## src/rtl/rca_pkg.sv

```systemverilog
// Shared definitions for the time-multiplexed wide ripple-carry adder:
// datapath width, controller states and operation codes.
package rca_pkg;

    localparam int RCA_WIDTH = 32;

    localparam logic OP_ADD = 1'b0;
    localparam logic OP_SUB = 1'b1;

    typedef enum logic {
        IDLE = 1'b0,
        RUN  = 1'b1
    } state_t;

endpackage

```

## src/rtl/full_adder.sv

```systemverilog
// Single-bit full adder cell used to build the ripple-carry chain.
module full_adder (
    input  logic a,
    input  logic b,
    input  logic cin,
    output logic s,
    output logic cout
);

    assign s    = a ^ b ^ cin;
    assign cout = (a & b) | (cin & (a ^ b));

endmodule

```

## src/rtl/rca_32bit_cin.sv

```systemverilog
// 32-bit ripple-carry adder with carry-in, a chain of full-adder cells.
module rca_32bit_cin
    import rca_pkg::*;
(
    input  logic [RCA_WIDTH-1:0] a,
    input  logic [RCA_WIDTH-1:0] b,
    input  logic                 cin,
    output logic                 cout,
    output logic [RCA_WIDTH-1:0] sout
);

    logic [RCA_WIDTH:0] carry;

    assign carry[0] = cin;

    for (genvar i = 0; i < RCA_WIDTH; i++) begin : g_bit
        full_adder u_fa (
            .a    (a[i]),
            .b    (b[i]),
            .cin  (carry[i]),
            .s    (sout[i]),
            .cout (carry[i+1])
        );
    end

    assign cout = carry[RCA_WIDTH];

endmodule

```

## src/rtl/rca_wide_add_seq.sv

```systemverilog
// WORDS x 32-bit add/sub unit that walks one shared 32-bit RCA over the
// operands least-significant word first, chaining the carry through a register.
module rca_wide_add_seq
    import rca_pkg::*;
#(
    parameter int WORDS = 4
) (
    input  logic                       clk,
    input  logic                       rst_n,
    input  logic                       start,
    input  logic                       op_sub,
    input  logic                       abort,
    input  logic [RCA_WIDTH*WORDS-1:0] a,
    input  logic [RCA_WIDTH*WORDS-1:0] b,
    output logic                       busy,
    output logic                       done,
    output logic [RCA_WIDTH*WORDS-1:0] sum,
    output logic                       cout,
    output logic                       ovf
);

    localparam int W     = RCA_WIDTH * WORDS;
    localparam int IDX_W = $clog2(WORDS);
    localparam logic [IDX_W-1:0] LAST_IDX = IDX_W'(WORDS - 1);

    state_t state, next_state;

    logic [W-1:0]     a_q;
    logic [W-1:0]     b_q;
    logic             op_q;
    logic [IDX_W-1:0] idx;
    logic             carry;

    logic load, step, finish;

    logic [RCA_WIDTH-1:0] a_word, b_raw, b_word, word_sum;
    logic                 word_cout;

    assign a_word = a_q[idx*RCA_WIDTH +: RCA_WIDTH];
    assign b_raw  = b_q[idx*RCA_WIDTH +: RCA_WIDTH];
    assign b_word = (op_q == OP_ADD) ? b_raw : ~b_raw;

    rca_32bit_cin u_rca (
        .a    (a_word),
        .b    (b_word),
        .cin  (carry),
        .cout (word_cout),
        .sout (word_sum)
    );

    // NOTE: sequential state uses non-blocking assignments so every register
    // samples pre-edge values, independent of block ordering.
    always_ff @(posedge clk or negedge rst_n) begin
        if (!rst_n) state <= IDLE;
        else        state <= next_state;
    end

    // NOTE: every output of this block gets a default first, so no path
    // leaves a signal unassigned and no latch is inferred.
    always_comb begin
        next_state = state;
        load       = 1'b0;
        step       = 1'b0;
        finish     = 1'b0;
        case (state)
            IDLE: begin
                if (start) begin
                    load       = 1'b1;
                    next_state = RUN;
                end
            end
            RUN: begin
                // abort wins over the word update, including the final one
                if (abort) begin
                    next_state = IDLE;
                end else begin
                    step = 1'b1;
                    if (idx == LAST_IDX) begin
                        finish     = 1'b1;
                        next_state = IDLE;
                    end
                end
            end
            default: next_state = IDLE;
        endcase
    end

    always_ff @(posedge clk or negedge rst_n) begin
        if (!rst_n) begin
            a_q   <= '0;
            b_q   <= '0;
            op_q  <= OP_ADD;
            idx   <= '0;
            carry <= 1'b0;
            sum   <= '0;
            cout  <= 1'b0;
            ovf   <= 1'b0;
            done  <= 1'b0;
        end else begin
            done <= finish;
            if (load) begin
                a_q   <= a;
                b_q   <= b;
                op_q  <= op_sub;
                idx   <= '0;
                // subtraction is A + ~B + 1, the +1 enters as the first carry-in
                carry <= (op_sub == OP_SUB);
            end
            if (step) begin
                sum[idx*RCA_WIDTH +: RCA_WIDTH] <= word_sum;
                carry <= word_cout;
                idx   <= idx + 1'b1;
            end
            if (finish) begin
                cout <= word_cout;
                ovf  <= (a_word[RCA_WIDTH-1] == b_word[RCA_WIDTH-1]) &&
                        (word_sum[RCA_WIDTH-1] != a_word[RCA_WIDTH-1]);
            end
        end
    end

    assign busy = (state == RUN);

endmodule

```

## config.mk

```make
export PLATFORM = sky130hd
export DESIGN_NAME = rca_wide_add_seq
export DESIGN_NICKNAME = d
export VERILOG_FILES = /design/src/rtl/rca_pkg.sv /design/src/rtl/full_adder.sv /design/src/rtl/rca_32bit_cin.sv /design/src/rtl/rca_wide_add_seq.sv
export SDC_FILE = /design/constraint.sdc
export NUM_CORES = 1
export LEC_CHECK = 0
export ABC_AREA = 1
export BUFFER_PORTS_ARGS = -buffer_cell sky130_fd_sc_hd__buf_4
export CAP_MARGIN = 10
export CORE_MARGIN = 3
export CORE_UTILIZATION = 46
export DETAILED_ROUTE_END_ITERATION = 10
export PLACE_DENSITY_LB_ADDON = 0.25
export SLEW_MARGIN = 40
export SYNTH_ARGS = -nofsm -noshare
export SYNTH_HDL_FRONTEND = slang
export SYNTH_SLANG_ARGS = --single-unit
```

## constraint.sdc

```tcl
create_clock -name clk -period 36.9 [get_ports clk]
set_input_delay 1.845 -clock clk [delete_from_list [all_inputs] [get_ports clk]]
set_output_delay 1.845 -clock clk [all_outputs]
set_load 0.005 [all_outputs]
```

# After elaboration in Yosys (flattened, before gate mapping)
# Index checks and enable logic that the tools add are counted.
# totals
register_bits,392
wordCells,199
output_inout_bits,132
input_bits,261
# classes
bitwise_logic,162
muxes,16
n_shift,4
n_addsub,2
n_eq_ne,3
n_reduce_logical,2
# ops
operator,n
$shiftx 128x8->32,2
$bwmux 128,1
$shift 32x34->128 const A,1
$shiftx 32x34->128,1
$and 1x1->1,64
$xor 1x1->1,64
$neg 7->34,1
$mux 32,1
$not 32->32,1
$or 1x1->1,32
$mux 1,11
$mux 2,2
$add 2x1->2 const B,1
$eq 2x2->1 const B,1
$pmux 1 s2,1
$reduce_bool 2->1,1
$eq 1x1->1,1
$logic_and 1x1->1,1
$ne 1x1->1,1
$not 1->1,1

# Logic depth before layout (Yosys ltp)
# depth
depth_word,69
mapped_depth,47
ltp_nobuf,44

# Hierarchy
# From an unflattened synthesis, not the netlist that was laid out.
# unflattened
cells_unflattened,2063
hier_area_um2,17885.9
# by_module_without_submodules
mod,n_inst,area_per_inst_um2,cells_each,seq_area_each_um2
rca_wide_add_seq,1,17245.3,2031,9809.4
full_adder,32,20.0,1,0.0

# Least setup slack after synthesis
# Ideal clock, no wire load.
# synth_timing
kind,register to register
start,register idx[0]
end,register sum[63]
arrival_time_ns,13.235
setup_ns,0.095
n_path_buf,3
path_slack_ns,23.570
path_stages_with_launch,47
path_cell_list,dfrtp_1 buf_4 inv_4 buf_6 buf_6 nand2_1 nand3_1 nand2_1 xor2_1 fa_1 fa_1 fa_1 fa_1 fa_1 fa_1 fa_1 fa_1 fa_1 [11 not listed] fa_1 fa_1 fa_1 fa_1 fa_1 fa_1 fa_1 inv_1 fa_1 fa_1 inv_1 fa_1 inv_1 fa_1 fa_1 inv_1 nand3_1 o31ai_1
# synth_via
elab_chain_cells,69
word_cells_on_any_way,165
classes_between,add/sub: 1; shift: 4; mux: 2; bitwise: 158
# synth_lines
item,line_no,text
from (decl),rca_wide_add_seq.sv:31,logic [IDX_W-1:0] idx;
from (signal assigned),rca_wide_add_seq.sv:112,idx <= idx + 1'b1;
$shiftx 128x8->32,rca_wide_add_seq.sv:40,assign b_raw = b_q[idx*RCA_WIDTH +: RCA_WIDTH];
$not 32->32,rca_wide_add_seq.sv:41,assign b_word = (op_q == OP_ADD) ? b_raw : ~b_raw;
$mux 32,rca_wide_add_seq.sv:41,
$xor 1x1->1,"full_adder.sv:10, full_adder.sv:11",
$and 1x1->1,full_adder.sv:11,assign cout = (a & b) | (cin & (a ^ b));
$or 1x1->1,full_adder.sv:11,
$and 1x1->1,full_adder.sv:11,
$or 1x1->1,full_adder.sv:11,
[53 not listed],-,
$or 1x1->1,full_adder.sv:11,
$and 1x1->1,full_adder.sv:11,
$or 1x1->1,full_adder.sv:11,
$and 1x1->1,full_adder.sv:11,
$or 1x1->1,full_adder.sv:11,
$xor 1x1->1,full_adder.sv:10,assign s = a ^ b ^ cin;
$shiftx 32x34->128,rca_wide_add_seq.sv:110,sum[idx*RCA_WIDTH +: RCA_WIDTH] <= word_sum;
$bwmux 128 (*),rca_wide_add_seq.sv:110,
"to (signal, indexed assignment)",rca_wide_add_seq.sv:110,
to (decl),rca_wide_add_seq.sv:17,"output logic [RCA_WIDTH*WORDS-1:0] sum,"
# Every way passes the cells marked *; elsewhere a longest branch is shown, timed or not.
# A chain may end at the register's enable or synchronous reset.

# Worst setup path after layout
# Same ends and word-level chain as after synthesis.

==> results.py <==
metrics = {
    "status": {
        "status": "finished clean",
    },
    "setup_path": {
        "startpoint": "idx[0]$_DFFE_PN0P_",
        "start_kind": "flip-flop",
        "crit_path_frequent_cell": "fa_1",
        "critPathMaxStageDelay_ns": 0.73,
        "r2r-start": "idx[0]$_DFFE_PN0P_",
        "criticalPathCategory": "reg2reg",
        "crit_path_end_kind": "flip-flop",
        "reg2reg_depth": 43,
        "required_ns": 37.35,
        "rrSetupSlack_ns": 21.77,
        "r2r_end": "sum[63]$_DFFE_PN0P_",
        "crit_fanout": 80,
        "crit_arrival_ns": 15.58,
        "crit_path_top_delay_cell": "buf_4",
    },
    "pwr": {
        "power_density_nw_per_um2": 91.6,
        "leakage_nw": 12.0,
        "max-vdd-ir-drop_mv": 0.0538,
        "finalPower_w": 0.00207,
    },
    "timing": {
        "hold_viol_final": 0,
        "fmax_mhz": 66.1,
        "rsz0062_at_grt": "false",
        "maxSlewViolCount": 0,
        "slew_headroom_pct": 44.2,
        "finClkSkew_ns": 0.0155,
        "hold_ws_ns": 0.473,
        "period_share_pct": 41.0,
        "setup_tns_ns": 0,
        "layout_setup_ws_ns": 21.77,
        "setup_viol": 0,
        "period_minus_slack_ns": 15.13,
        "worst_pin_slew_ns": 0.837,
    },
    "placed_design": {
        "place_ws_ns": 21.89,
        "dpl_cell_area_um2": 21100,
        "portBuffers": 392,
        "hpwl_um": 38400,
        "routabilityCongestion": 0.831,
    },
    "global_route": {
        "grt_pass1_wl_um": 86000,
        "grt_overflow_total": 0,
        "grt_max_degree": 153,
        "grt_pass1_vias": 15600,
        "antenna_found_initial": 0,
        "track_usage_pct": 26.0,
    },
    "die": {
        "boundaryPins": 393,
        "die_h_um": 205,
        "num_rows": 72,
        "die_area_um2": 41800,
        "dieWidth_um": 205,
        "initial_core_util_pct": 46.7,
        "coreArea_um2": 38800,
    },
    "cells_and_area": {
        "n_fill_cell": 3528,
        "fin_nets": 2767,
        "area_growth_syn_to_layout_pct": 24.9,
        "diodes": 0,
        "drive_gt1_share_pct": 20.1,
        "stdcell_area_um2": 22600,
    },
    "logic_synthesis": {
        "synthDistinctLibCells": 29,
        "synthTopCellsByArea": "dfrtp_1 (54%), nand2_1 (22%), o21ai_0 (4.0%)",
        "async_reset_ff_share_pct": 100,
        "syn-num-nets": 2462,
        "ys_warn_count": 0,
        "netlist_area_um2": 18100,
        "synthDominantAreaCellType": "dfrtp_1",
        "ys_seq_area_share_pct": 54.1,
        "synth_common_cells": "nand2_1 (1075), dfrtp_1 (392), o21ai_0 (146)",
        "synth_most_common_cell": "nand2_1",
        "synth_area_per_cell_um2": 8.38,
        "synth_top_area_share_pct": 54.1,
        "synth_edf_count": 0,
        "dominantRegCellSynth": "dfrtp_1",
        "synth_cells": 2162,
        "ys_ff_latch": 392,
    },
    "cts": {
        "cts_hold_buf": 0,
        "post_cts.repair.setup_buffers": 0,
        "clkSlewWorstSetupHoldPaths_ns": 0.06,
        "cts-root-buf": "clkbuf_16",
        "numCtsBuffers": 41,
        "post_cts_resized": 0,
        "max-clock-path-buffers": 3,
        "cts_tree": "done",
        "htreeDepth": 2,
        "worstSkewPairLatency_ns": 0.54,
        "clock-sinks": 392,
    },
    "drt": {
        "vias": 15900,
        "drcViolationCount": 0,
        "routed-wl-met2_um": 24700,
        "met3_length_um": 4280,
        "drtAntennaViolNets": 0,
        "drt-initial-drc-count": 1139,
        "via_per_inst": 5.27,
        "wl_um": 54900,
        "met1_length_um": 24800,
        "wl_per_cell_um": 18.2,
        "highest_layer": "met4",
        "dr.pass1.iters": 7,
    },
    "run": {
        "max-cap-violations": 0,
    },
    "hold_path": {
        "timing.hold.worst_path_depth": 2,
        "holdPathEnd": "a_q[81]$_DFFE_PN0P_",
        "min_from": "a_q[81]$_DFFE_PN0P_",
        "hold_path_class": "reg2reg",
    },
}
[logic make-up (layout without fill, tap and decap cells)]
kind of cell / count (synthesis) / in the layout / share of synthesized area (%)
AOI/OAI and AO/OA: 228 / 228 / 7.09
xor gates and xnor gates: 32 / 32 / 1.55
adders and majority gates: 39 / 39 / 4.02
buffers and inverters: 171 / 509 / 4.80
DFF: 392 / 392 / 54.1
and+or+nand+nor: 1300 / 1300 / 28.4
[per-stage QoR]
step                      std cells  utilization [%]
after floorplan                2162                -
after global placement         2940             54.3
after detailed placement       2940             54.4
after CTS                      3016             58.2
after global routing           3018             58.3
final                          3018             58.3
[power by group]
group,switching (W),internal [W],leakage [nW],total [W]
combinational,0.000631,0.000352,6.25,0.000983
clock,0.000175,0.000271,0.723,0.000446
sequential,0.0000863,0.000559,5.02,0.000646
total,0.000892,0.00118,12.0,0.00207
[per-layer routing]
layer	GRT usage, %	vias up
li1	-	7530
met1	38.3	7696
met2	39.8	606
met3	5.23	77
met4	6.12	0
met5	0	-
[critical path, delay by kind of cell, from the launching register on]
family | cells | cell delay, ns
compound gates | 1 | 0.27
xor+xnor | 1 | 0.16
fa+ha+maj | 31 | 11.90
buf+inv | 6 | 1.55
flops | 1 | 0.70
simple gates | 4 | 0.38
[how the worst max path moves through the flow]
stage                     endpoint  slack [ns]
2_1_floorplan  sum[63]$_DFFE_PN0P_       23.57
3_3_place_gp   sum[63]$_DFFE_PN0P_       22.00
3_5_place_dp   sum[63]$_DFFE_PN0P_       21.89
4_1_cts        sum[63]$_DFFE_PN0P_       21.86
5_1_grt        sum[63]$_DFFE_PN0P_       21.22
6_report       sum[63]$_DFFE_PN0P_       21.77
[area by class of cell]
cell class,instances,area (µm²),area share (%)
inverter,22,95.1,0.420
clock inverter,17,229,1.01
multi-input combinational,1599,7460,32.9
sequential,392,9810,43.3
tap,518,648,2.86
clock buffer,59,1250,5.50
timing repair buffer,411,3160,13.9
[flip-flops by register name (all words and copies together), names as in the netlist]
register and cells:
a_q 128, b_q 128, sum 128, idx 2, busy 1, carry 1, cout 1, done 1
op_q 1, ovf 1
[placed cells by master, fill, tap and decap left out, types with 2 or more instances in the layout]
cell and count:
o21ai_0 146, nand2_2 2, bufinv_16 5, o31ai_1 36
dfrtp_1 390, a32o_1 3, nor2_4 2, nand3_1 129
inv_4 2, nor2_1 57, xor2_1 32, o21ai_1 10
buf_4 402, clkinv_2 6, inv_6 2, clkbuf_16 43
clkbuf_8 11, nand3_2 2, inv_1 11, a21oi_1 3
ha_1 7, fa_1 32, buf_16 2, clkbuf_1 5
buf_6 6, nand4_1 32, inv_2 7, o22ai_1 29
clkinvlp_4 3, nand2_1 1074
Note: power is estimated with default switching activity, not from simulation.
